## config.mk

```make
export PLATFORM = sky130hd
export DESIGN_NAME = mem_ctrl
export DESIGN_NICKNAME = d
export VERILOG_FILES = /design/src/rtl/mem_ctrl.sv
export SDC_FILE = /design/constraint.sdc
export NUM_CORES = 1
export LEC_CHECK = 0
export ABC_AREA = 1
export BUFFER_PORTS_ARGS = -buffer_cell sky130_fd_sc_hd__buf_2
export CAP_MARGIN = 10
export CORE_MARGIN = 2
export CORE_UTILIZATION = 39
export DETAILED_ROUTE_END_ITERATION = 10
export HOLD_SLACK_MARGIN = 0.05
export SLEW_MARGIN = 20
export SYNTH_ARGS = -nofsm -noshare
export SYNTH_HDL_FRONTEND = slang
export SYNTH_SLANG_ARGS = --single-unit
```

## constraint.sdc

```tcl
create_clock -name clk -period 6.5 [get_ports clk]
set_input_delay 0.325 -clock clk [delete_from_list [all_inputs] [get_ports clk]]
set_output_delay 0.325 -clock clk [all_outputs]
set_load 0.02 [all_outputs]
```

## src/rtl/mem_ctrl.sv

```systemverilog
// ----------------------------------------------------------------------------
// mem_ctrl
//
// Shares one byte-wide RAM port between instruction fetch (IF) and the MEM
// stage. Word fetches and LB/LH/LW/LBU/LHU/SB/SH/SW accesses are broken into
// little-endian byte transfers at addr, addr+1, ... (wrapping modulo
// 2^ADDR_W, no alignment check). Load data is reassembled and sign/zero
// extended, and busy tells the pipeline to stall.
//
// Handshake: a requester raises its req together with its request fields.
// The request is taken at the first rising edge where the controller is
// IDLE (MEM wins over IF, IF is refused while flush is high). Its fields are
// latched at that edge and ignored afterwards. Completion is signalled by a
// one-cycle if_done / mem_done pulse; if_data / mem_rdata are valid in that
// cycle and hold their value until that requester's next load completion.
// A flush aborts an IF read at the next edge without any if_done.
//
// Ports
//   clk, rst              clock (rising edge), asynchronous active-low reset
//   if_req/if_addr/flush  IF word fetch request, address, fetch kill
//   if_data/if_done       fetched word and its completion pulse
//   mem_req/mem_we/mem_size/mem_sign/mem_addr/mem_wdata
//                         MEM-stage load/store request fields
//   mem_rdata/mem_done    extended load data and completion pulse
//   ram_din               RAM read byte, valid the cycle after its address
//   ram_dout/ram_a/ram_wr RAM write byte, byte address, write strobe
//   busy                  high whenever the controller is not IDLE
//
// Timing (E0 = accepting edge, N = byte count, cycle k+1 follows edge Ek)
//   read : ram_a = addr+k in cycle k+1, byte k captured at edge E(k+2),
//          DONE (done pulse + data) in cycle N+2
//   write: ram_a = addr+k, ram_dout = byte k, ram_wr = 1 in cycle k+1,
//          DONE (mem_done) in cycle N+1
// ----------------------------------------------------------------------------
module mem_ctrl #(
    parameter int ADDR_W = 32,
    parameter int XLEN   = 32
) (
    input  logic              clk,
    input  logic              rst,
    // instruction fetch side
    input  logic              if_req,
    input  logic [ADDR_W-1:0] if_addr,
    input  logic              flush,
    output logic [XLEN-1:0]   if_data,
    output logic              if_done,
    // MEM stage side
    input  logic              mem_req,
    input  logic              mem_we,
    input  logic [1:0]        mem_size,
    input  logic              mem_sign,
    input  logic [ADDR_W-1:0] mem_addr,
    input  logic [XLEN-1:0]   mem_wdata,
    output logic [XLEN-1:0]   mem_rdata,
    output logic              mem_done,
    // RAM side
    input  logic [7:0]        ram_din,
    output logic [7:0]        ram_dout,
    output logic [ADDR_W-1:0] ram_a,
    output logic              ram_wr,
    // pipeline stall
    output logic              busy
);

    typedef enum logic [1:0] {
        S_IDLE  = 2'd0,
        S_READ  = 2'd1,
        S_WRITE = 2'd2,
        S_DONE  = 2'd3
    } state_t;

    // ------------------------------------------------------------------
    // Latched transaction context
    // ------------------------------------------------------------------
    state_t            state_q;
    logic              owner_if_q;  // 1 = serving IF, 0 = serving MEM
    logic [ADDR_W-1:0] addr_q;
    logic [XLEN-1:0]   wdata_q;
    logic [1:0]        size_q;
    logic              sign_q;
    logic [1:0]        last_q;      // index of the final byte (N-1)
    logic [2:0]        cnt_q;       // edges seen since acceptance, minus one
    logic [XLEN-1:0]   rbuf_q;      // load bytes captured so far

    // ------------------------------------------------------------------
    // Next-value helpers
    // ------------------------------------------------------------------
    logic [XLEN-1:0]   rd_word_d;     // rbuf_q with the byte arriving now merged in
    logic [XLEN-1:0]   load_word_d;   // rd_word_d after sign/zero extension
    logic [ADDR_W-1:0] next_addr_d;   // address of the next byte to issue
    logic [1:0]        wr_sel_d;      // index of the next byte to write
    logic [7:0]        next_wbyte_d;
    logic [2:0]        last_ext_d;    // last_q widened for compares with cnt_q

    // Final byte index for an access size; size 3 behaves as a word.
    function automatic logic [1:0] size_to_last(input logic [1:0] sz);
        logic [1:0] r;
        case (sz)
            2'd0:    r = 2'd0;
            2'd1:    r = 2'd1;
            default: r = 2'd3;
        endcase
        return r;
    endfunction

    // Byte and half loads extend from their top bit when signed; words pass.
    function automatic logic [XLEN-1:0] extend_load(input logic [XLEN-1:0] w,
                                                    input logic [1:0]      sz,
                                                    input logic            sgn);
        logic [XLEN-1:0] r;
        case (sz)
            2'd0:    r = {{(XLEN-8){sgn & w[7]}}, w[7:0]};
            2'd1:    r = {{(XLEN-16){sgn & w[15]}}, w[15:0]};
            default: r = w;
        endcase
        return r;
    endfunction

    always_comb begin
        last_ext_d = {1'b0, last_q};

        // The byte on ram_din now belongs to the address issued one cycle
        // earlier, i.e. byte (cnt_q-1). At cnt_q == 0 nothing has arrived.
        rd_word_d = rbuf_q;
        for (int k = 0; k < 4; k++) begin
            if (cnt_q == 3'(k + 1)) begin
                rd_word_d[8*k +: 8] = ram_din;
            end
        end
        load_word_d = extend_load(rd_word_d, size_q, sign_q);

        // Plain modular add: an access starting near the top of the address
        // space continues at address 0.
        next_addr_d  = addr_q + ADDR_W'(cnt_q) + ADDR_W'(1);
        wr_sel_d     = cnt_q[1:0] + 2'd1;
        next_wbyte_d = wdata_q[{wr_sel_d, 3'b000} +: 8];
    end

    // ------------------------------------------------------------------
    // Controller FSM; every output is a register written here.
    // ------------------------------------------------------------------
    always_ff @(posedge clk or negedge rst) begin
        if (!rst) begin
            state_q    <= S_IDLE;
            owner_if_q <= 1'b0;
            addr_q     <= '0;
            wdata_q    <= '0;
            size_q     <= 2'd0;
            sign_q     <= 1'b0;
            last_q     <= 2'd0;
            cnt_q      <= 3'd0;
            rbuf_q     <= '0;
            if_data    <= '0;
            if_done    <= 1'b0;
            mem_rdata  <= '0;
            mem_done   <= 1'b0;
            ram_dout   <= 8'd0;
            ram_a      <= '0;
            ram_wr     <= 1'b0;
            busy       <= 1'b0;
        end else begin
            // completion strobes are single-cycle pulses
            if_done  <= 1'b0;
            mem_done <= 1'b0;

            case (state_q)
                S_IDLE: begin
                    if (mem_req) begin
                        // MEM has priority; a waiting IF simply keeps if_req up.
                        owner_if_q <= 1'b0;
                        addr_q     <= mem_addr;
                        wdata_q    <= mem_wdata;
                        size_q     <= mem_size;
                        sign_q     <= mem_sign;
                        last_q     <= size_to_last(mem_size);
                        cnt_q      <= 3'd0;
                        rbuf_q     <= '0;
                        ram_a      <= mem_addr;
                        busy       <= 1'b1;
                        if (mem_we) begin
                            state_q  <= S_WRITE;
                            ram_wr   <= 1'b1;
                            ram_dout <= mem_wdata[7:0];
                        end else begin
                            state_q  <= S_READ;
                        end
                    end else if (if_req && !flush) begin
                        // Fetches are always full, unextended words.
                        owner_if_q <= 1'b1;
                        addr_q     <= if_addr;
                        wdata_q    <= '0;
                        size_q     <= 2'd2;
                        sign_q     <= 1'b0;
                        last_q     <= 2'd3;
                        cnt_q      <= 3'd0;
                        rbuf_q     <= '0;
                        ram_a      <= if_addr;
                        busy       <= 1'b1;
                        state_q    <= S_READ;
                    end
                end

                S_READ: begin
                    if (owner_if_q && flush) begin
                        // Killed fetch: drop whatever byte is in flight.
                        state_q <= S_IDLE;
                        busy    <= 1'b0;
                        ram_a   <= '0;
                    end else begin
                        cnt_q  <= cnt_q + 3'd1;
                        rbuf_q <= rd_word_d;
                        if (cnt_q < last_ext_d) begin
                            ram_a <= next_addr_d;
                        end else if (cnt_q == last_ext_d + 3'd1) begin
                            // Last byte captured at this edge.
                            state_q <= S_DONE;
                            ram_a   <= '0;
                            if (owner_if_q) begin
                                if_data <= rd_word_d;
                                if_done <= 1'b1;
                            end else begin
                                mem_rdata <= load_word_d;
                                mem_done  <= 1'b1;
                            end
                        end
                        // cnt_q == last: latency cycle for the final byte,
                        // ram_a simply holds.
                    end
                end

                S_WRITE: begin
                    cnt_q <= cnt_q + 3'd1;
                    if (cnt_q < last_ext_d) begin
                        ram_a    <= next_addr_d;
                        ram_dout <= next_wbyte_d;
                    end else begin
                        state_q  <= S_DONE;
                        ram_wr   <= 1'b0;
                        ram_a    <= '0;
                        ram_dout <= 8'd0;
                        mem_done <= 1'b1;
                    end
                end

                S_DONE: begin
                    // One cycle only; no request may be taken here.
                    state_q <= S_IDLE;
                    busy    <= 1'b0;
                end

                default: begin
                    state_q <= S_IDLE;
                    busy    <= 1'b0;
                    ram_wr  <= 1'b0;
                end
            endcase
        end
    end

endmodule

```

==> qor.yml <==
async_flop_share: 1.00
critical_path.endpoint_type: "flop"
synthSimpleGateAreaFrac: 0.239
overflow: 0
clk_pin_slew_ns: 0.06
p_leak_nw: 6.74
initial_utilization: 0.399
via_per_inst: 5.03
yosysMostFrequentCell: "nand2_1"
ys_seq_area_frac: 0.499
drc: 0
synth_area_leaders: "dfrtp_1, nand2_1, o21ai_0, nor2_1, inv_1"
synth_nets: 1499
relSlewSlack: 0.304
tritoncts: "yes"
diodes: 0
grt_pass1_vias: 9255
fmax_mhz: 283
ctsHtreeMaxLevel: 1
dieArea_um2: 29000
crit_required_ns: 6.94
synth_cells: 1368
tightest_slew_ns: 1.04
yosys-mux-area-fraction: 0.0232
setup_viol: 0
gp_congestion: 0.886
drtPass1Iterations: 5
seqCellArea_um2: 5380
grt_max_degree: 143
syn_area_per_cell_um2: 7.88
num_rows: 60
yosys-top-cells-count: "nand2_1, dfrtp_1, o21ai_0"
final_net_count: 1722
grt_pass1_wl_um: 49200
critical_path.startpoint_type: "flop"
synth-edff-count: 0
cts-buffers-inserted: 24
cts.sinks: 215
clockBufferDepth: 3
multi_input_area_um2: 4720
ys_seq_elements: 215
antenna_found_initial: 1
areaGrowthSynthToFinish_pct: 21.9
wirelength_um: 30800
clkLatencyLatePin_ns: 0.52
root_buffer: "clkbuf_16"
grt_usage: 0.212
status: "completed"
hpwlAfterDp_um: 21300
slew_violations: 0
synth-xor-area-share: 0.00244
drive_above_1_share: 0.178
syn_area_um2: 10800
grt_setup_unrepaired: "no"
die_w_um: 170
dp_cells: 1874
final_util: 0.486
yosysTopAreaCell: "dfrtp_1"
power_density_nw_per_um2: 501
yosys.area.top_type_share: 0.499
synth_top_family_by_area: "simple AND/OR/NAND/NOR gates"
synth_ff_type: "dfrtp_1"
ant_nets: 0
vdd_drop_max_v: 0.000270
fin_crit_sh: 0.543
io_pins: 221
vias: 9800
portBuffers: 220
path_max_fanout: 33
fillerInstances: 2701
finalPower_mw: 6.58
finalSetupTns_ns: 0
arrival_ns: 3.97
synth-compound-area-share: 0.150
skew_ns: 0.0140
wl_per_cell_um: 15.8
fin_crit_ns: 3.53
maxCapViolations: 0
die_h_um: 170
critPathKind: "reg -> reg"
synth_cell_types: 38
hold_viol_final: 0
synth_fa_ha_area_frac: 0.0216
finalNonFillerCells: 1948
yosysWarnings: 0
drt_iter0_drc: 702
core_area_um2: 27000
hp-class: "in -> reg"
==> registers in the layout, summed over array words and instances, names as in the netlist, 2 cells and up <==
signal	count
addr_q	32
if_data	32
mem_rdata	32
ram_a	32
rbuf_q	32
wdata_q	32
ram_dout	8
cnt_q	3
last_q	2
size_q	2
state_q	2
==> cells in the final DEF (no fill, tap or decap), drive strengths merged, types with 31 or more instances in the layout <==
| cell | count |
|---|---|
| nand3 | 43 |
| nor2 | 147 |
| nand2 | 451 |
| o21ai | 178 |
| clkbuf | 32 |
| o31ai | 32 |
| a21oi | 42 |
| dlygate4sd3 | 31 |
| inv | 106 |
| buf | 227 |
| dfrtp | 215 |
==> cell families after synthesis <==
kind of cell             after synthesis
adder cells (fa/ha/maj)               18
XOR/XNOR                               3
buffers and inverters                170
flip-flops                           215
multiplexers                          25
AND/OR/NAND/NOR                      652
AO/OA/AOI/OAI                        285
==> through the flow <==
| step | setup slack, ns | area [um2] | hold WS (ns) |
|---|---|---|---|
| floorplan | 4.17 | 10800 | 0.0294 |
| global placement | 3.18 | 12100 | 0.456 |
| detailed placement | 3.01 | 12100 | 0.456 |
| CTS | 2.98 | 13100 | 0.0542 |
| global route | 2.64 | 13100 | 0.0684 |
| finish | 2.97 | 13100 | 0.0726 |
==> final timing paths <==
kind,start,endpoint,slack [ns],cells past startpoint
max,cnt_q[0],ram_a[21],2.97,9
min,mem_wdata[0],wdata_q[0],0.07,3
max reg2reg,cnt_q[0],ram_a[21],2.97,9
min reg2reg,wdata_q[12],wdata_q[12],0.47,2
max in group asynchronous,rst,ram_a[30],4.45,4
min in group asynchronous,rst,mem_rdata[10],0.29,2
==> metal layers <==
metal,track usage,routed length (um),vias up
li1,-,-,4892
met1,0.301,14600,4579
met2,0.343,13900,281
met3,0.0272,1600,46
met4,0.0576,716,2
met5,0,13,-
==> cell type report <==
class	count	share of cell area
multi-input cells	983	0.359
clock buffers	32	0.0495
repair buffers	258	0.114
inverters	109	0.0311
well taps	341	0.0325
clock inverters	10	0.00467
flip-flops and latches	215	0.409
==> repair_timing <==
item	in CTS	in global routing
setup buffers	0	0
hold buffers	31	0
hold endpoints to repair	161	0
resized for setup	0	0
endpoints found under the setup margin	0	0
==> critical path: stages (launching register included) <==
cell	delay [ns]
dfrtp_1	0.79
inv_1	0.46
ha_1	0.40
a21oi_1	0.18
nand4_1	0.12
nand3_1	0.10
nand2_2	0.43
inv_2	0.70
nor2_1	0.09
a21oi_1	0.16
==> power breakdown <==
part           total (mW)  switching [mW]  internal (mW)
Clock                1.25           0.550          0.702
Sequential           2.35           0.422           1.92
Combinational        2.98            2.06          0.926
Total                6.58            3.03           3.55
Note: power is estimated with default switching activity, not from simulation.
